## src/rtl/mem_port_arbiter_pkg.sv

```systemverilog
// Shared definitions for the memory port arbiter: FSM state encodings
// and a small helper used by the top-level controller.
// Optional feature macro: MEM_PORT_ARB_TIMEOUT_EN (ack watchdog).
package mem_port_arbiter_pkg;

    localparam int ARB_STATE_LEN = 2;

    localparam logic [ARB_STATE_LEN-1:0] ARB_IDLE   = 2'd0;
    localparam logic [ARB_STATE_LEN-1:0] ARB_D_BUSY = 2'd1;
    localparam logic [ARB_STATE_LEN-1:0] ARB_D_DONE = 2'd2;
    localparam logic [ARB_STATE_LEN-1:0] ARB_I_BUSY = 2'd3;

    // Width of the ack watchdog counter.
    localparam int ARB_WAIT_CNT_W = 8;

    // True while a memory request is outstanding (waiting for mem_ack).
    function automatic logic arb_is_busy(input logic [ARB_STATE_LEN-1:0] s);
        return (s == ARB_D_BUSY) || (s == ARB_I_BUSY);
    endfunction

endpackage

```

## src/rtl/mem_port_arbiter_if.sv

```systemverilog
// Memory-side bus of the arbiter: a registered request with a
// single-cycle ack that also qualifies the read data.
interface mem_port_arbiter_if #(
    parameter int ADDR_W = 32,
    parameter int DATA_W = 32
);
    logic              mem_req;
    logic              mem_we;
    logic [ADDR_W-1:0] mem_addr;
    logic [DATA_W-1:0] mem_wdata;
    logic [DATA_W-1:0] mem_rdata;
    logic              mem_ack;

    // Arbiter side: issues requests, receives completion.
    modport master (
        output mem_req,
        output mem_we,
        output mem_addr,
        output mem_wdata,
        input  mem_rdata,
        input  mem_ack
    );

    // Memory model side.
    modport slave (
        input  mem_req,
        input  mem_we,
        input  mem_addr,
        input  mem_wdata,
        output mem_rdata,
        output mem_ack
    );
endinterface

```

## src/rtl/mem_port_arbiter_inst_buffer.sv

```systemverilog
// Fetched-instruction holding register. Keeps the instruction and its
// valid flag until the pipeline consumes it, and remembers that an
// in-flight fetch was made stale by a flush so its data is discarded.
module mem_port_arbiter_inst_buffer #(
    parameter int DATA_W = 32
) (
    input  logic              clk,
    input  logic              rst,
    input  logic              flush_i,
    input  logic              freeze_i,
    input  logic              fetch_busy_i,  // a fetch is outstanding
    input  logic              fill_i,        // fetch data arrives this cycle
    input  logic              fetch_end_i,   // outstanding fetch finishes (ack or abort)
    input  logic [DATA_W-1:0] fill_data_i,
    output logic              valid_o,
    output logic [DATA_W-1:0] rdata_o
);

    logic              valid_q, valid_d;
    logic [DATA_W-1:0] rdata_q, rdata_d;
    logic              drop_q,  drop_d;

    // Flush beats a same-cycle fill; a fill only lands if the fetch was
    // not invalidated earlier; an unfrozen cycle consumes the instruction.
    always_comb begin
        valid_d = valid_q;
        rdata_d = rdata_q;
        drop_d  = drop_q;

        if (flush_i) begin
            valid_d = 1'b0;
        end else if (fill_i && !drop_q) begin
            valid_d = 1'b1;
            rdata_d = fill_data_i;
        end else if (valid_q && !freeze_i) begin
            valid_d = 1'b0;
        end

        if (fetch_end_i) begin
            drop_d = 1'b0;
        end else if (flush_i && fetch_busy_i) begin
            drop_d = 1'b1;
        end
    end

    // Buffer state registers.
    always_ff @(posedge clk) begin
        if (rst) begin
            valid_q <= 1'b0;
            rdata_q <= '0;
            drop_q  <= 1'b0;
        end else begin
            valid_q <= valid_d;
            rdata_q <= rdata_d;
            drop_q  <= drop_d;
        end
    end

    assign valid_o = valid_q;
    assign rdata_o = rdata_q;

endmodule

```

## src/rtl/mem_port_arbiter.sv

```systemverilog
// Single-port memory arbiter between instruction fetch and the MEM
// stage. Data accesses win over fetches; an outstanding fetch is never
// preempted. freeze holds the pipeline while a data access is pending.
// Optional feature macro: MEM_PORT_ARB_TIMEOUT_EN adds an ack watchdog
// and the sticky timeout_err output.
module mem_port_arbiter
    import mem_port_arbiter_pkg::*;
#(
    parameter int ADDR_W         = 32,
    parameter int DATA_W         = 32,
    parameter int TIMEOUT_CYCLES = 255
) (
    input  logic              clk,
    input  logic              rst,
    // instruction fetch side
    input  logic              if_req,
    input  logic [ADDR_W-1:0] if_addr,
    input  logic              flush,
    output logic              if_valid,
    output logic [DATA_W-1:0] if_rdata,
    output logic              if_stall,
    // MEM stage side
    input  logic              d_rd_en,
    input  logic              d_wr_en,
    input  logic [ADDR_W-1:0] d_addr,
    input  logic [DATA_W-1:0] d_wdata,
    output logic [DATA_W-1:0] d_rdata,
    output logic              d_done,
    output logic              freeze,
    // memory side
    mem_port_arbiter_if.master mem
`ifdef MEM_PORT_ARB_TIMEOUT_EN
    ,
    output logic              timeout_err
`endif
);

    logic [ARB_STATE_LEN-1:0] state_q, state_d;
    logic                     mem_req_q, mem_req_d;
    logic                     mem_we_q, mem_we_d;
    logic [ADDR_W-1:0]        mem_addr_q, mem_addr_d;
    logic [DATA_W-1:0]        mem_wdata_q, mem_wdata_d;
    logic [DATA_W-1:0]        d_rdata_q, d_rdata_d;

    logic d_req;
    logic timeout_hit;
    logic fetch_busy;
    logic fetch_fill;
    logic fetch_end;

    // A simultaneous load and store request is handled as a store.
    assign d_req = d_rd_en | d_wr_en;

`ifdef MEM_PORT_ARB_TIMEOUT_EN
    localparam logic [ARB_WAIT_CNT_W:0] WAIT_LIMIT = TIMEOUT_CYCLES[ARB_WAIT_CNT_W:0];

    logic [ARB_WAIT_CNT_W-1:0] wait_cnt_q;
    logic                      timeout_err_q;

    // Fires on the last allowed wait cycle if the memory still has not acked.
    assign timeout_hit = arb_is_busy(state_q) && !mem.mem_ack &&
                         (({1'b0, wait_cnt_q} + 1'b1) == WAIT_LIMIT);

    // Wait counter restarts from zero on every new request; error is sticky.
    always_ff @(posedge clk) begin
        if (rst) begin
            wait_cnt_q    <= '0;
            timeout_err_q <= 1'b0;
        end else begin
            if (arb_is_busy(state_q)) begin
                wait_cnt_q <= wait_cnt_q + 1'b1;
            end else begin
                wait_cnt_q <= '0;
            end
            if (timeout_hit) begin
                timeout_err_q <= 1'b1;
            end
        end
    end

    assign timeout_err = timeout_err_q;
`else
    // Without the watchdog the controller waits for mem_ack forever.
    logic unused_timeout_cfg;
    assign unused_timeout_cfg = ^TIMEOUT_CYCLES;
    assign timeout_hit        = 1'b0;
`endif

    // Next-state and memory-side register updates.
    always_comb begin
        state_d     = state_q;
        mem_req_d   = mem_req_q;
        mem_we_d    = mem_we_q;
        mem_addr_d  = mem_addr_q;
        mem_wdata_d = mem_wdata_q;
        d_rdata_d   = d_rdata_q;

        case (state_q)
            ARB_IDLE: begin
                if (d_req) begin
                    mem_addr_d  = d_addr;
                    mem_wdata_d = d_wdata;
                    mem_we_d    = d_wr_en;
                    mem_req_d   = 1'b1;
                    state_d     = ARB_D_BUSY;
                end else if (if_req && !if_valid && !flush) begin
                    mem_addr_d = if_addr;
                    mem_we_d   = 1'b0;
                    mem_req_d  = 1'b1;
                    state_d    = ARB_I_BUSY;
                end
            end
            ARB_D_BUSY: begin
                if (mem.mem_ack) begin
                    if (!mem_we_q) begin
                        d_rdata_d = mem.mem_rdata;
                    end
                    mem_req_d = 1'b0;
                    state_d   = ARB_D_DONE;
                end else if (timeout_hit) begin
                    d_rdata_d = '0;
                    mem_req_d = 1'b0;
                    state_d   = ARB_D_DONE;
                end
            end
            ARB_D_DONE: begin
                state_d = ARB_IDLE;
            end
            ARB_I_BUSY: begin
                if (mem.mem_ack || timeout_hit) begin
                    mem_req_d = 1'b0;
                    state_d   = ARB_IDLE;
                end
            end
            default: begin
                state_d = ARB_IDLE;
            end
        endcase
    end

    // State and memory-side registers.
    always_ff @(posedge clk) begin
        if (rst) begin
            state_q     <= ARB_IDLE;
            mem_req_q   <= 1'b0;
            mem_we_q    <= 1'b0;
            mem_addr_q  <= '0;
            mem_wdata_q <= '0;
            d_rdata_q   <= '0;
        end else begin
            state_q     <= state_d;
            mem_req_q   <= mem_req_d;
            mem_we_q    <= mem_we_d;
            mem_addr_q  <= mem_addr_d;
            mem_wdata_q <= mem_wdata_d;
            d_rdata_q   <= d_rdata_d;
        end
    end

    // Pipeline hold: asserted in the same cycle a data request shows up,
    // released in the completion cycle so the pipeline advances exactly once.
    assign freeze = ((state_q == ARB_IDLE) && d_req) ||
                    (state_q == ARB_D_BUSY) ||
                    ((state_q == ARB_I_BUSY) && d_req);

    assign d_done   = (state_q == ARB_D_DONE);
    assign d_rdata  = d_rdata_q;
    assign if_stall = if_req & ~if_valid;

    assign fetch_busy = (state_q == ARB_I_BUSY);
    assign fetch_fill = fetch_busy && mem.mem_ack;
    assign fetch_end  = fetch_busy && (mem.mem_ack || timeout_hit);

    assign mem.mem_req   = mem_req_q;
    assign mem.mem_we    = mem_we_q;
    assign mem.mem_addr  = mem_addr_q;
    assign mem.mem_wdata = mem_wdata_q;

    mem_port_arbiter_inst_buffer #(
        .DATA_W (DATA_W)
    ) u_inst_buffer (
        .clk          (clk),
        .rst          (rst),
        .flush_i      (flush),
        .freeze_i     (freeze),
        .fetch_busy_i (fetch_busy),
        .fill_i       (fetch_fill),
        .fetch_end_i  (fetch_end),
        .fill_data_i  (mem.mem_rdata),
        .valid_o      (if_valid),
        .rdata_o      (if_rdata)
    );

endmodule

```

## src/flat_wrapper.sv

```systemverilog
// flat-port wrapper written by rule: the top's interface ports become plain ports
module mem_port_arbiter_flat import mem_port_arbiter_pkg::*;
#(
    parameter int ADDR_W         = 32,
    parameter int DATA_W         = 32,
    parameter int TIMEOUT_CYCLES = 255
)
  (clk, rst, if_req, if_addr, flush, if_valid, if_rdata, if_stall, d_rd_en, d_wr_en, d_addr, d_wdata, d_rdata, d_done, freeze, mem_mem_req, mem_mem_we, mem_mem_addr, mem_mem_wdata, mem_mem_rdata, mem_mem_ack);
  mem_port_arbiter_if #(.ADDR_W(ADDR_W), .DATA_W(DATA_W)) mem_i ();
  input  logic clk;
  input  logic rst;
  input  logic if_req;
  input  logic [ADDR_W-1:0] if_addr;
  input  logic flush;
  output logic if_valid;
  output logic [DATA_W-1:0] if_rdata;
  output logic if_stall;
  input  logic d_rd_en;
  input  logic d_wr_en;
  input  logic [ADDR_W-1:0] d_addr;
  input  logic [DATA_W-1:0] d_wdata;
  output logic [DATA_W-1:0] d_rdata;
  output logic d_done;
  output logic freeze;
  output wire logic [$bits(mem_i.mem_req)-1:0] mem_mem_req;
  output wire logic [$bits(mem_i.mem_we)-1:0] mem_mem_we;
  output wire logic [$bits(mem_i.mem_addr)-1:0] mem_mem_addr;
  output wire logic [$bits(mem_i.mem_wdata)-1:0] mem_mem_wdata;
  input wire logic [$bits(mem_i.mem_rdata)-1:0] mem_mem_rdata;
  input wire logic [$bits(mem_i.mem_ack)-1:0] mem_mem_ack;
  assign mem_mem_req = mem_i.mem_req;
  assign mem_mem_we = mem_i.mem_we;
  assign mem_mem_addr = mem_i.mem_addr;
  assign mem_mem_wdata = mem_i.mem_wdata;
  assign mem_i.mem_rdata = mem_mem_rdata;
  assign mem_i.mem_ack = mem_mem_ack;
  mem_port_arbiter #(.ADDR_W(ADDR_W), .DATA_W(DATA_W), .TIMEOUT_CYCLES(TIMEOUT_CYCLES)) u_core (.clk(clk), .rst(rst), .if_req(if_req), .if_addr(if_addr), .flush(flush), .if_valid(if_valid), .if_rdata(if_rdata), .if_stall(if_stall), .d_rd_en(d_rd_en), .d_wr_en(d_wr_en), .d_addr(d_addr), .d_wdata(d_wdata), .d_rdata(d_rdata), .d_done(d_done), .freeze(freeze), .mem(mem_i));
endmodule
```

## config.mk

```make
export PLATFORM = sky130hd
export DESIGN_NAME = mem_port_arbiter_flat
export DESIGN_NICKNAME = d
export VERILOG_FILES = /design/src/rtl/mem_port_arbiter_pkg.sv /design/src/rtl/mem_port_arbiter_if.sv /design/src/rtl/mem_port_arbiter_inst_buffer.sv /design/src/rtl/mem_port_arbiter.sv /design/src/flat_wrapper.sv
export SDC_FILE = /design/constraint.sdc
export NUM_CORES = 1
export LEC_CHECK = 0
export CORE_ASPECT_RATIO = 1.1
export CORE_MARGIN = 2
export CORE_UTILIZATION = 42
export CTS_CLUSTER_DIAMETER = 200
export DETAILED_ROUTE_END_ITERATION = 8
export PLACE_DENSITY = 0.86
export REMOVE_ABC_BUFFERS = 1
export SKIP_CTS_REPAIR_TIMING = 1
export SLEW_MARGIN = 20
export SYNTH_ARGS = -nofsm -noshare
export SYNTH_HDL_FRONTEND = slang
export SYNTH_SLANG_ARGS = --single-unit
```

## constraint.sdc

```tcl
create_clock -name clk -period 1.9 [get_ports clk]
set_input_delay 0.57 -clock clk [delete_from_list [all_inputs] [get_ports clk]]
set_output_delay 0.57 -clock clk [all_outputs]
set_load 0.1 [all_outputs]
```

# --- After elaboration in Yosys (flattened, before gate mapping) ---
# Index checks and enable logic that the tools add are counted.
totals:
  reg_bits: 134
  inputBits: 135
  out_inout_bits: 134
  wordCells: 63
classes:
  n_eq_ne: 7
  n_mux: 15
  n_bitwise: 5
  n_reduce_logical: 27
ops:
  columns: ["operator", "count"]
  rows:
  - ["$mux W32", 2]
  - ["$reduce_and A3 Y1", 3]
  - ["$logic_and A1 B1 Y1", 8]
  - ["$mux W2", 4]
  - ["$pmux W2 S4", 1]
  - ["$mux W1", 7]
  - ["$reduce_and A2 Y1", 3]
  - ["$reduce_bool A2 Y1", 3]
  - ["$reduce_or A2 Y1", 3]
  - ["$eq A2 B2 Y1 const B", 2]
  - ["$logic_not A1 Y1", 4]
  - ["$ne A2 B2 Y1 const B", 2]
  - ["$ne A3 B1 Y1 const B", 1]
  - ["$not A1 Y1", 3]
  - ["$eq A2 B1 Y1 const B", 1]
  - ["$logic_not A2 Y1", 1]
  - ["$logic_or A1 B1 Y1", 2]
  - ["$ne A2 B1 Y1 const B", 1]
  - ["$pmux W1 S2", 1]
  - ["$and A1 B1 Y1", 1]
  - ["$or A1 B1 Y1", 1]

# --- Longest topological paths before layout ---
# Gate-level depths: netlist of the first run.
logic_depth:
  word_depth: 8
  mapped_depth: 6
  depth_no_buf: 3

# --- Hierarchy ---
# From an unflattened synthesis of the first run, not the netlist that was laid out.
unflattened:
  hier_cells: 654
  area_unflattened_um2: 5835.6
by_module_without_submodules:
  columns: ["mod", "instances", "cells_per_inst", "area_each_um2", "seq_area_each_um2"]
  rows:
  - ["mem_port_arbiter", 1, 507, 4295.4, 2001.9]
  - ["mem_port_arbiter_inst_buffer", 1, 147, 1540.2, 680.7]

# --- Least setup slack after synthesis of the first run ---
# Ideal clock, no wire load.
synth_timing:
  kind: "register to output"
  from: "reg u_core.state_q[1]"
  to: "out freeze"
  arrival_time_ns: 3.537
  required_time_ns: 1.330
  setup_slack_ns: -2.207
  path_stages_with_launch: 4
  n_path_buf: 1
  path_cell_list: "dfxtp_1 buf_6 nor2b_1 o21ai_0"
synth_via:
  elab_chain_len: 4
  word_cells_on_any_way: 7
  classes_between: "eq/ne (2); reduce/logical (5)"
synth_lines:
  columns: ["item", "line", "rtl"]
  rows:
  - ["start: declaration", "mem_port_arbiter.sv:38", "logic [ARB_STATE_LEN-1:0] state_q, state_d;"]
  - ["start signal: assignment", "mem_port_arbiter.sv:151", "state_q <= state_d;"]
  - ["$logic_not A2 Y1", "mem_port_arbiter.sv:162", "assign freeze = ((state_q == ARB_IDLE) && d_req) ||"]
  - ["$logic_and A1 B1 Y1", "mem_port_arbiter.sv:162", null]
  - ["$logic_or A1 B1 Y1", "mem_port_arbiter.sv:162", null]
  - ["$logic_or A1 B1 Y1 *", "mem_port_arbiter.sv:163", "(state_q == ARB_D_BUSY) ||"]
  - ["end: declaration", "flat_wrapper.sv:24", "output logic freeze;"]
# Every way passes the cells marked *; elsewhere a longest branch is shown, timed or not.

# --- Worst setup path after layout of the first run ---
# Same ends and word-level chain as after synthesis.

==> impl_metrics.prom, run 1 <==
# TYPE chip_impl_metric gauge
chip_impl_info{name="outcome",value="finished with violations"} 1
chip_impl_info{name="failing_checks",value="negative setup slack"} 1
chip_impl_metric{name="finish.net_count",unit=""} 1051
chip_impl_metric{name="worst_path_largest_cell_delay",unit="ns"} 0.35
chip_impl_metric{name="dr.pass1.iters",unit=""} 5
chip_impl_metric{name="netlist_area",unit="mm^2"} 0.00578
chip_impl_metric{name="finalSetupViolCount",unit=""} 1
chip_impl_metric{name="final.setup.worst_slack",unit="ns"} -0.0244
chip_impl_metric{name="finalCoreUtilization",unit=""} 0.811
chip_impl_metric{name="initial_utilization",unit=""} 0.434
chip_impl_info{name="worstPathCellList",value="nor2b_2 -> o21ai_1 -> buf_4 -> buf_12"} 1
chip_impl_metric{name="hold_violations",unit=""} 0
chip_impl_metric{name="setup_tns",unit="ns"} -0.0244
chip_impl_metric{name="design_power_total",unit="mW"} 10.8
chip_impl_metric{name="placedInstanceArea",unit="mm^2"} 0.0101
chip_impl_metric{name="netlist.area_leader.share",unit=""} 0.464
chip_impl_metric{name="area.growth.synth_to_final",unit="%"} 86.8
chip_impl_info{name="cts_tree",value="built"} 1
chip_impl_metric{name="n_antenna_cell",unit=""} 0
chip_impl_metric{name="layout.cell_area.non_filler",unit="mm^2"} 0.0108
chip_impl_metric{name="power.ir.vdd_worst",unit="V"} 0.000696
chip_impl_metric{name="drt-wirelength-per-cell",unit="um"} 18.6
chip_impl_metric{name="cellLeakagePower",unit="nW"} 4.07
chip_impl_metric{name="seq_area_frac_synth",unit=""} 0.464
chip_impl_metric{name="r2r_setup_slack",unit="ns"} 0.22
chip_impl_metric{name="clock_path_buffers",unit=""} 2
chip_impl_metric{name="timing.critical_path.arrival",unit="ns"} 1.35
chip_impl_metric{name="grt_start_max_net_pins",unit=""} 74
chip_impl_metric{name="routed_wirelength",unit="um"} 20700
chip_impl_metric{name="via_count_of_the_first_global_routing_pass",unit=""} 6127
chip_impl_metric{name="min_period_over_period",unit=""} 1.01
chip_impl_metric{name="synthesis.yosys.warnings",unit=""} 0
chip_impl_info{name="synth_area_leader_cell",value="sky130_fd_sc_hd__dfxtp_1"} 1
chip_impl_info{name="endpoint_kind",value="output pin"} 1
chip_impl_info{name="holdCritPathClass",value="flip-flop to flip-flop"} 1
chip_impl_info{name="path_class",value="flip-flop to output pin"} 1
chip_impl_metric{name="netlist-cell-type-count",unit=""} 37
chip_impl_metric{name="route.antenna.remaining_nets",unit=""} 0
chip_impl_info{name="grt_setup_unrepaired",value="yes"} 1
chip_impl_metric{name="antenna_violations_before_repair",unit=""} 0
chip_impl_metric{name="cts_made_buffers",unit=""} 17
chip_impl_info{name="reg2reg_to",value="u_core.u_inst_buffer.rdata_o[17]$_SDFFE_PP0P_"} 1
chip_impl_metric{name="timing.max_cap.violations",unit=""} 0
chip_impl_metric{name="rr_worst_depth",unit=""} 5
chip_impl_metric{name="finalCriticalPeriod",unit="ns"} 1.92
chip_impl_metric{name="route.detailed.drc",unit=""} 0
chip_impl_metric{name="die_x",unit="um"} 116
chip_impl_info{name="timing.rr.start",value="u_core.state_q[0]$_SDFFE_PP0P_"} 1
chip_impl_metric{name="clock_latency",unit="ns"} 0.41
chip_impl_metric{name="power_density",unit="mW/mm^2"} 1000
chip_impl_metric{name="detailroute.via_count",unit=""} 5916
chip_impl_info{name="timing.hold.worst.start",value="u_core.d_rdata[8]$_SDFFE_PP0P_"} 1
chip_impl_metric{name="cts_sinks",unit=""} 134
chip_impl_metric{name="cts.clk_slew.worst_paths",unit="ns"} 0.06
chip_impl_metric{name="ys_seq_elements",unit=""} 134
chip_impl_metric{name="critical_path.max_fanout",unit=""} 5
chip_impl_metric{name="top_level_ports",unit=""} 269
chip_impl_metric{name="core",unit="mm^2"} 0.0133
chip_impl_metric{name="design.die.area",unit="mm^2"} 0.0147
chip_impl_metric{name="syn_avg_cell_area",unit="um^2"} 8.84
chip_impl_metric{name="placed_cells_incl_taps",unit=""} 1081
chip_impl_metric{name="detailedRoute.firstIterationViolations",unit=""} 501
chip_impl_metric{name="cts_htree_levels",unit=""} 4
chip_impl_metric{name="grt.overflow.total",unit=""} 0
chip_impl_metric{name="grt.total_usage",unit=""} 0.277
chip_impl_metric{name="wire_length_of_the_first_global_routing_pass",unit="um"} 31800
chip_impl_metric{name="fin_skew",unit="ns"} 0.0101
chip_impl_metric{name="placement.io_buffers",unit=""} 268
chip_impl_metric{name="netlist_instances",unit=""} 654
chip_impl_metric{name="drv_slew",unit=""} 0
chip_impl_metric{name="max_freq",unit="MHz"} 520
chip_impl_info{name="netlist_top_cells_area",value="sky130_fd_sc_hd__dfxtp_1, sky130_fd_sc_hd__a21oi_1, sky130_fd_sc_hd__nand2b_1"} 1
chip_impl_metric{name="vias_per_cell",unit=""} 5.32
chip_impl_info{name="crit_path_top_delay_cell",value="sky130_fd_sc_hd__dfxtp_2"} 1
chip_impl_metric{name="finalWeightedCongestion",unit=""} 0.809
chip_impl_metric{name="num_rows",unit=""} 44
chip_impl_info{name="cp-start-kind",value="flip-flop"} 1
chip_impl_metric{name="slew_of_the_pin_with_the_lowest_slew_margin",unit="ns"} 0.400
chip_impl_info{name="holdPathEnd",value="u_core.d_rdata[8]$_SDFFE_PP0P_"} 1
chip_impl_info{name="clock_tree.root_cell",value="sky130_fd_sc_hd__clkbuf_16"} 1
chip_impl_metric{name="post_route_cells_drive_above_1_share",unit=""} 0.243
chip_impl_metric{name="hold_depth",unit=""} 2
chip_impl_metric{name="worst_ep_required_time",unit="ns"} 1.33
chip_impl_metric{name="post-dp-hpwl",unit="um"} 14900
chip_impl_metric{name="die_h",unit="um"} 127
chip_impl_metric{name="instances_no_fill",unit=""} 1113
chip_impl_metric{name="timing.max_slew.rel_slack",unit=""} 0.733
[layer usage]
layer	up-vias	part of all wire	GRT usage
li1	2784	-	-
met1	2814	0.36	0.293
met2	272	0.51	0.486
met3	46	0.10	0.108
met4	0	0.030	0.120
met5	-	0	0
[cell usage after synthesis]
cell,n
sky130_fd_sc_hd__dfxtp_1,134
sky130_fd_sc_hd__a21oi_1,100
sky130_fd_sc_hd__nand2_1,66
sky130_fd_sc_hd__nand2b_1,66
sky130_fd_sc_hd__o21ai_0,61
sky130_fd_sc_hd__inv_1,33
sky130_fd_sc_hd__mux2i_1,32
sky130_fd_sc_hd__nand3_1,32
sky130_fd_sc_hd__clkbuf_1,25
sky130_fd_sc_hd__a221oi_1,24
sky130_fd_sc_hd__buf_2,15
sky130_fd_sc_hd__buf_6,9
sky130_fd_sc_hd__a21o_1,8
sky130_fd_sc_hd__a221oi_2,8
sky130_fd_sc_hd__clkbuf_8,7
sky130_fd_sc_hd__o21ai_1,4
sky130_fd_sc_hd__buf_1,3
sky130_fd_sc_hd__nor2_4,3
sky130_fd_sc_hd__a311oi_1,2
sky130_fd_sc_hd__clkbuf_2,2
sky130_fd_sc_hd__nand3b_1,2
sky130_fd_sc_hd__nor2b_1,2
sky130_fd_sc_hd__or2_1,2
sky130_fd_sc_hd__a211oi_2,1
sky130_fd_sc_hd__a31oi_1,1
sky130_fd_sc_hd__buf_4,1
sky130_fd_sc_hd__clkbuf_4,1
sky130_fd_sc_hd__nand4b_1,1
sky130_fd_sc_hd__nand4bb_1,1
sky130_fd_sc_hd__nor2_1,1
sky130_fd_sc_hd__nor3_1,1
sky130_fd_sc_hd__nor3b_2,1
sky130_fd_sc_hd__nor4bb_1,1
sky130_fd_sc_hd__o21a_1,1
sky130_fd_sc_hd__o21ai_4,1
sky130_fd_sc_hd__o31ai_4,1
sky130_fd_sc_hd__or3b_1,1
[stage by stage]
step	hold slack, ns	setup slack (ns)
after floorplan	0.501	-2.35
after global placement	0.478	-0.305
after detailed placement	0.485	-0.381
after CTS	0.486	-0.333
after global routing	0.495	-0.103
final	0.492	-0.0244
[sequential cells by signal (all words and copies together), names as in the netlist]
register,cells
u_core.mem.mem_req,1
u_core.u_inst_buffer.drop_q,1
u_core.d_rdata,32
u_core.u_inst_buffer.valid_o,1
u_core.u_inst_buffer.rdata_o,32
u_core.mem.mem_wdata,32
u_core.mem.mem_addr,32
u_core.state_q,2
u_core.mem.mem_we,1
[how the worst max path moves through the flow]
| stage | startpoint | to | slack (ns) | cells past startpoint |
|---|---|---|---|---|
| 2_1_floorplan | d_wr_en | freeze | -2.35 | 2 |
| 3_3_place_gp | d_wr_en | freeze | -0.30 | 5 |
| 3_5_place_dp | d_wr_en | u_core.mem.mem_addr[12]$_SDFFE_PP0P_ | -0.38 | 6 |
| 4_1_cts | d_wr_en | freeze | -0.33 | 5 |
| 5_1_grt | u_core.state_q[1]$_SDFFE_PP0P_ | freeze | -0.10 | 4 |
| 6_report | u_core.state_q[1]$_SDFFE_PP0P_ | freeze | -0.02 | 4 |
[cell families after synthesis]
family          Yosys count  synth area share
compound gates          212             0.224
simple gates            180             0.165
flops                   134             0.464
buf+inv                  96            0.0911
mux                      32            0.0554
[critical path, delay by kind of cell (launching register included)]
kind / cells / cell delay [ns]
flops: 1 / 0.35
simple gates: 1 / 0.16
buf+inv: 2 / 0.31
compound gates: 1 / 0.13
[cell type report]
class / instances / area, um^2
well taps: 184 / 230
multi-input cells: 424 / 2610
clock inverters: 12 / 248
clock buffers: 20 / 457
flip-flops and latches: 134 / 2680
inverters: 33 / 124
repair buffers: 306 / 4450
fillers: 773 / 2520
[report_power, final]
| group | internal, mW | total [mW] | switching, mW |
|---|---|---|---|
| Combinational | 1.39 | 3.65 | 2.25 |
| Sequential | 3.03 | 3.26 | 0.234 |
| Clock | 2.67 | 3.91 | 1.24 |
[cell usage in the layout, fill, tap and decap left out, drive strengths merged, types with 4 or more instances in the layout]
master / instances
nand2b: 66
a221oi: 32
clkdlybuf4s50: 130
nand3: 32
clkbuf: 20
nor2: 4
inv: 33
a21oi: 100
mux2i: 32
buf: 173
o21ai: 66
nand2: 66
a21o: 8
bufinv: 7
dfxtp: 134
Power figures use the tool's default switching activity.
==> inputs of run 2 (changes only) <==
Settings changed: RECOVER_POWER set to 50.
==> run 2 against run 1 <==
Against the previous run:
- the flow still finishes with violations (negative setup slack)
- first-iteration DRC count is the same
- worst setup slack lost 0.00096 ns
- cell count is essentially flat
- sequential share of layout area about the same
- wire length about the same
- global-route usage is the same
- combinational power about the same
- fmax is essentially flat
- sequential power barely moved
==> impl_metrics.prom, run 2 (synthesis gave the netlist of run 1 again) <==
# TYPE chip_impl_metric gauge
chip_impl_info{name="outcome",value="finished with violations"} 1
chip_impl_info{name="failing_checks",value="negative setup slack"} 1
chip_impl_metric{name="initial_utilization",unit=""} 0.434
chip_impl_metric{name="route.antenna.remaining_nets",unit=""} 0
chip_impl_metric{name="cts_htree_levels",unit=""} 4
chip_impl_metric{name="via_count_of_the_first_global_routing_pass",unit=""} 6127
chip_impl_metric{name="design.die.area",unit="mm^2"} 0.0147
chip_impl_metric{name="finalSetupViolCount",unit=""} 2
chip_impl_metric{name="placed_cells_incl_taps",unit=""} 1081
chip_impl_metric{name="layout.cell_area.non_filler",unit="mm^2"} 0.0108
chip_impl_metric{name="cts_sinks",unit=""} 134
chip_impl_metric{name="timing.critical_path.arrival",unit="ns"} 1.36
chip_impl_metric{name="finalWeightedCongestion",unit=""} 0.809
chip_impl_metric{name="instances_no_fill",unit=""} 1114
chip_impl_metric{name="die_x",unit="um"} 116
chip_impl_metric{name="clock_latency",unit="ns"} 0.41
chip_impl_metric{name="antenna_violations_before_repair",unit=""} 1
chip_impl_info{name="clock_tree.root_cell",value="sky130_fd_sc_hd__clkbuf_16"} 1
chip_impl_metric{name="dr.pass1.iters",unit=""} 5
chip_impl_metric{name="worst_ep_required_time",unit="ns"} 1.33
chip_impl_metric{name="timing.max_slew.rel_slack",unit=""} 0.733
chip_impl_metric{name="finish.net_count",unit=""} 1051
chip_impl_info{name="endpoint_kind",value="output pin"} 1
chip_impl_metric{name="cts.clk_slew.worst_paths",unit="ns"} 0.06
chip_impl_metric{name="min_period_over_period",unit=""} 1.01
chip_impl_metric{name="drv_slew",unit=""} 0
chip_impl_metric{name="power.ir.vdd_worst",unit="V"} 0.000695
chip_impl_metric{name="finalCoreUtilization",unit=""} 0.811
chip_impl_metric{name="grt.overflow.total",unit=""} 0
chip_impl_metric{name="post-dp-hpwl",unit="um"} 14900
chip_impl_metric{name="hold_depth",unit=""} 2
chip_impl_info{name="cts_tree",value="built"} 1
chip_impl_info{name="holdCritPathClass",value="flip-flop to flip-flop"} 1
chip_impl_metric{name="num_rows",unit=""} 44
chip_impl_metric{name="die_h",unit="um"} 127
chip_impl_metric{name="detailedRoute.firstIterationViolations",unit=""} 501
chip_impl_metric{name="area.growth.synth_to_final",unit="%"} 86.8
chip_impl_metric{name="critical_path.max_fanout",unit=""} 5
chip_impl_metric{name="finalCriticalPeriod",unit="ns"} 1.93
chip_impl_metric{name="wire_length_of_the_first_global_routing_pass",unit="um"} 31800
chip_impl_metric{name="grt_start_max_net_pins",unit=""} 74
chip_impl_metric{name="fin_skew",unit="ns"} 0.00972
chip_impl_metric{name="route.detailed.drc",unit=""} 0
chip_impl_metric{name="slew_of_the_pin_with_the_lowest_slew_margin",unit="ns"} 0.400
chip_impl_metric{name="detailroute.via_count",unit=""} 5923
chip_impl_metric{name="vias_per_cell",unit=""} 5.32
chip_impl_metric{name="post_route_cells_drive_above_1_share",unit=""} 0.243
chip_impl_metric{name="max_freq",unit="MHz"} 519
chip_impl_metric{name="cellLeakagePower",unit="nW"} 4.07
chip_impl_metric{name="placedInstanceArea",unit="mm^2"} 0.0101
chip_impl_metric{name="power_density",unit="mW/mm^2"} 1000
chip_impl_metric{name="core",unit="mm^2"} 0.0133
chip_impl_metric{name="routed_wirelength",unit="um"} 20700
chip_impl_info{name="path_class",value="flip-flop to output pin"} 1
chip_impl_info{name="mostFrequentLayoutCells",value="sky130_fd_sc_hd__buf_12, sky130_fd_sc_hd__dfxtp_1, sky130_fd_sc_hd__clkdlybuf4s50_1"} 1
chip_impl_info{name="cp-start-kind",value="flip-flop"} 1
chip_impl_metric{name="hold_slack",unit="ns"} 0.492
chip_impl_metric{name="rr_worst_depth",unit=""} 5
chip_impl_metric{name="drt-wirelength-per-cell",unit="um"} 18.6
chip_impl_metric{name="hold_violations",unit=""} 0
chip_impl_metric{name="grt.total_usage",unit=""} 0.277
chip_impl_metric{name="timing.max_cap.violations",unit=""} 0
chip_impl_metric{name="top_level_ports",unit=""} 269
chip_impl_info{name="final_common_cell",value="sky130_fd_sc_hd__buf_12"} 1
chip_impl_metric{name="placement.io_buffers",unit=""} 268
chip_impl_info{name="grt_setup_unrepaired",value="yes"} 1
chip_impl_metric{name="clock_path_buffers",unit=""} 2
chip_impl_metric{name="cts_made_buffers",unit=""} 17
chip_impl_metric{name="final.setup.worst_slack",unit="ns"} -0.0254
chip_impl_metric{name="setup_tns",unit="ns"} -0.0330
run 2: changes by cell type in the layout (fill, tap and decap cells not counted), sizes merged:
| cell | delta |
|---|---|
| clkdlybuf4s50 | -1 |
| diode | +1 |
| dlygate4sd3 | +1 |
run 2: area by class of cell:
cell class	instances	area [um^2]
timing repair buffer	306	4450
sequential	134	2680
multi-input combinational	424	2610
fill	772	2520
clock buffer	20	457
clock inverter	12	248
tap	184	230
inverter	33	124
antenna	1	2.50
run 2: worst max-delay path, stage by stage (launching register included):
cell,delay (ns)
sky130_fd_sc_hd__dfxtp_2,0.35
sky130_fd_sc_hd__nor2b_2,0.16
sky130_fd_sc_hd__o21ai_1,0.13
sky130_fd_sc_hd__buf_4,0.14
sky130_fd_sc_hd__buf_12,0.17
run 2: path summary, 6_finish.rpt:
path	startpoint	end	slack (ns)
setup reg to reg	u_core.state_q[0]$_SDFFE_PP0P_	u_core.u_inst_buffer.rdata_o[17]$_SDFFE_PP0P_	0.22
hold / removal	u_core.d_rdata[8]$_SDFFE_PP0P_	u_core.d_rdata[8]$_SDFFE_PP0P_	0.49
setup / recovery	u_core.state_q[1]$_SDFFE_PP0P_	freeze	-0.03
hold reg to reg	u_core.d_rdata[8]$_SDFFE_PP0P_	u_core.d_rdata[8]$_SDFFE_PP0P_	0.49
run 2: power breakdown:
part | switching, mW | internal (mW) | total [mW]
combinational | 2.25 | 1.39 | 3.65
clock | 1.24 | 2.67 | 3.91
sequential | 0.234 | 3.03 | 3.26
run 2: stage by stage:
step           power [mW]  worst slack, ns
3_5_place_dp         6.96           -0.381
4_1_cts              10.9           -0.333
6_report             10.8          -0.0254
5_1_grt              11.1           -0.103
3_3_place_gp         6.89           -0.305
2_1_floorplan        5.29            -2.35
run 2: per-layer routing:
layer  wire length (um)  GRT usage  up-vias
met4                666      0.120        0
li1                   -          -     2787
met3               2110      0.108       50
met1               7420      0.293     2811
met2              10500      0.486      275
met5                  0          0        -
==> inputs of run 3 (changes only) <==
Settings changed: CELL_PAD_IN_SITES_DETAIL_PLACEMENT set to 2, CELL_PAD_IN_SITES_GLOBAL_PLACEMENT set to 2, CORE_UTILIZATION 42 to 23, PLACE_DENSITY 0.86 to 0.84.
==> run 3 against run 2 <==
Against the previous run:
- the flow now finishes without violations
- combinational power is 8.8% lower
- sequential power is 2% lower
- non-clock buffer count is 2 lower
- via count is 0.42% lower
- critical path type unchanged
- largest cell class unchanged
- highest routed layer unchanged
==> impl_metrics.prom, run 3 (synthesis gave the netlist of run 1 again) <==
# TYPE chip_impl_metric gauge
chip_impl_info{name="outcome",value="complete, no violations"} 1
chip_impl_info{name="clock_tree.root_cell",value="sky130_fd_sc_hd__clkbuf_16"} 1
chip_impl_info{name="cts_tree",value="built"} 1
chip_impl_metric{name="via_count_of_the_first_global_routing_pass",unit=""} 6662
chip_impl_metric{name="hold_violations",unit=""} 0
chip_impl_metric{name="timing.critical_path.arrival",unit="ns"} 1.27
chip_impl_info{name="reg2reg_to",value="u_core.mem.mem_addr[26]$_SDFFE_PP0P_"} 1
chip_impl_metric{name="instances_no_fill",unit=""} 1240
chip_impl_metric{name="core",unit="mm^2"} 0.0245
chip_impl_metric{name="design.die.area",unit="mm^2"} 0.0264
chip_impl_metric{name="finalSetupViolCount",unit=""} 0
chip_impl_metric{name="worst_path_largest_cell_delay",unit="ns"} 0.33
chip_impl_info{name="timing.rr.start",value="u_core.state_q[1]$_SDFFE_PP0P_"} 1
chip_impl_info{name="worstPathCellList",value="nor2b_4 -> o21ai_2 -> buf_4 -> buf_12"} 1
chip_impl_metric{name="grt.total_usage",unit=""} 0.183
chip_impl_metric{name="timing.max_slew.rel_slack",unit=""} 0.656
chip_impl_metric{name="critical_path.max_fanout",unit=""} 3
chip_impl_metric{name="vias_per_cell",unit=""} 4.76
chip_impl_info{name="mostFrequentLayoutCells",value="sky130_fd_sc_hd__dfxtp_1, sky130_fd_sc_hd__clkdlybuf4s50_1, sky130_fd_sc_hd__a21oi_1"} 1
chip_impl_metric{name="max_freq",unit="MHz"} 544
chip_impl_metric{name="r2r_setup_slack",unit="ns"} 0.18
chip_impl_metric{name="detailroute.via_count",unit=""} 5898
chip_impl_metric{name="cellLeakagePower",unit="nW"} 3.80
chip_impl_metric{name="cts_made_buffers",unit=""} 17
chip_impl_metric{name="finalCriticalPeriod",unit="ns"} 1.84
chip_impl_metric{name="area.growth.synth_to_final",unit="%"} 70.6
chip_impl_metric{name="num_rows",unit=""} 60
chip_impl_metric{name="antenna_violations_before_repair",unit=""} 3
chip_impl_metric{name="route.detailed.drc",unit=""} 0
chip_impl_metric{name="fin_skew",unit="ns"} 0.00670
chip_impl_metric{name="cts.clk_slew.worst_paths",unit="ns"} 0.06
chip_impl_metric{name="slew_of_the_pin_with_the_lowest_slew_margin",unit="ns"} 0.520
chip_impl_metric{name="power_density",unit="mW/mm^2"} 1020
chip_impl_info{name="endpoint_kind",value="output pin"} 1
chip_impl_metric{name="grt.overflow.total",unit=""} 0
chip_impl_info{name="timing.hold.worst.start",value="u_core.d_rdata[11]$_SDFFE_PP0P_"} 1
chip_impl_metric{name="detailedRoute.firstIterationViolations",unit=""} 97
chip_impl_metric{name="rr_worst_depth",unit=""} 5
chip_impl_metric{name="clock_path_buffers",unit=""} 2
chip_impl_metric{name="die_h",unit="um"} 170
chip_impl_metric{name="wire_length_of_the_first_global_routing_pass",unit="um"} 37500
chip_impl_metric{name="setup_tns",unit="ns"} 0
chip_impl_metric{name="timing.max_cap.violations",unit=""} 0
chip_impl_metric{name="post-dp-hpwl",unit="um"} 18100
chip_impl_metric{name="placement.io_buffers",unit=""} 268
chip_impl_info{name="cp-start-kind",value="flip-flop"} 1
chip_impl_info{name="grt_setup_unrepaired",value="no"} 1
chip_impl_metric{name="cts_sinks",unit=""} 134
chip_impl_info{name="crit_path_top_delay_cell",value="sky130_fd_sc_hd__dfxtp_2"} 1
chip_impl_metric{name="power.ir.vdd_worst",unit="V"} 0.000501
chip_impl_metric{name="drv_slew",unit=""} 0
chip_impl_metric{name="hold_depth",unit=""} 2
chip_impl_metric{name="routed_wirelength",unit="um"} 24500
chip_impl_metric{name="post_route_cells_drive_above_1_share",unit=""} 0.243
chip_impl_metric{name="die_x",unit="um"} 155
chip_impl_metric{name="cts_htree_levels",unit=""} 4
chip_impl_info{name="path_class",value="flip-flop to output pin"} 1
chip_impl_metric{name="route.antenna.remaining_nets",unit=""} 0
chip_impl_metric{name="top_level_ports",unit=""} 269
chip_impl_info{name="path_delay_family",value="flip-flops"} 1
chip_impl_metric{name="finish.net_count",unit=""} 1049
chip_impl_metric{name="worstSetupPathDepth",unit=""} 4
chip_impl_metric{name="clock_latency",unit="ns"} 0.41
chip_impl_metric{name="drt-wirelength-per-cell",unit="um"} 19.8
chip_impl_info{name="final_common_cell",value="sky130_fd_sc_hd__dfxtp_1"} 1
chip_impl_metric{name="finalWeightedCongestion",unit=""} 0.713
chip_impl_metric{name="worst_ep_required_time",unit="ns"} 1.33
chip_impl_metric{name="dr.pass1.iters",unit=""} 4
chip_impl_metric{name="initial_utilization",unit=""} 0.236
chip_impl_metric{name="min_period_over_period",unit=""} 0.967
chip_impl_metric{name="placed_cells_incl_taps",unit=""} 1205
chip_impl_metric{name="cp.buffers_inverters",unit=""} 2
chip_impl_info{name="holdCritPathClass",value="flip-flop to flip-flop"} 1
chip_impl_info{name="holdPathEnd",value="u_core.d_rdata[11]$_SDFFE_PP0P_"} 1
chip_impl_metric{name="grt_start_max_net_pins",unit=""} 56
-- run 3: cell types whose count changed in the layout (fill, tap and decap cells not counted), moves of 4 or more --
cell                        before  now
sky130_fd_sc_hd__buf_12        145   77
sky130_fd_sc_hd__buf_2           0   56
sky130_fd_sc_hd__clkbuf_4        0   10
sky130_fd_sc_hd__inv_6           0    5
sky130_fd_sc_hd__bufinv_16       7    3
-- run 3: how the worst max path moves through the flow --
stage                                                   start                             endpoint  slack, ns
floorplan                                             d_wr_en                               freeze      -2.35
global placement                                      d_wr_en  u_core.mem.mem_addr[2]$_SDFFE_PP0P_      -0.37
detailed placement                                    d_wr_en  u_core.mem.mem_addr[8]$_SDFFE_PP0P_      -0.45
CTS                                                   d_wr_en                               freeze      -0.31
global route        u_core.u_inst_buffer.valid_o$_SDFFE_PP0P_                             if_stall      0.004
finish                         u_core.state_q[1]$_SDFFE_PP0P_                               freeze       0.06
-- run 3: where the power goes --
group / switching, mW / internal [mW] / leakage (nW)
Clock: 1.42 / 2.10 / 0.301
Sequential: 0.166 / 3.02 / 1.10
Combinational: 2.30 / 1.03 / 2.40
-- run 3: layout make-up --
cell class / instances / area (um^2)
Timing Repair Buffer: 304 / 3440
Inverter: 33 / 124
Tap cell: 310 / 388
Multi-Input combinational cell: 424 / 2600
Fill cell: 2587 / 14700
Clock inverter: 15 / 193
Antenna cell: 3 / 7.51
Sequential cell: 134 / 2690
Clock buffer: 17 / 425
-- run 3: through the flow --
stage               setup WS [ns]  instance area (um^2)  hold WS (ns)  total power, mW  utilization
floorplan                   -2.35                  5380         0.501             5.29            -
global placement           -0.371                 10200         0.480             6.94        0.415
detailed placement         -0.451                 10200         0.491             7.03        0.415
CTS                        -0.313                 10800         0.501             10.6        0.441
global route              0.00398                  9860         0.485             10.5        0.402
finish                     0.0628                  9860         0.456             10.0        0.402
-- run 3: worst reg2reg max path, cell delays in order (launching register included) --
cell and delay, ns:
sky130_fd_sc_hd__dfxtp_2 0.33, sky130_fd_sc_hd__clkbuf_2 0.21, sky130_fd_sc_hd__or2_2 0.35, sky130_fd_sc_hd__buf_4 0.27, sky130_fd_sc_hd__a21o_1 0.24, sky130_fd_sc_hd__a221oi_1 0.22
-- run 3: per-layer routing --
layer / track usage / vias up / share of wire
li1: - / 2783 / -
met1: 0.201 / 2901 / 0.39
met2: 0.333 / 192 / 0.51
met3: 0.0716 / 22 / 0.085
met4: 0.0423 / 0 / 0.015
met5: 0 / - / 0
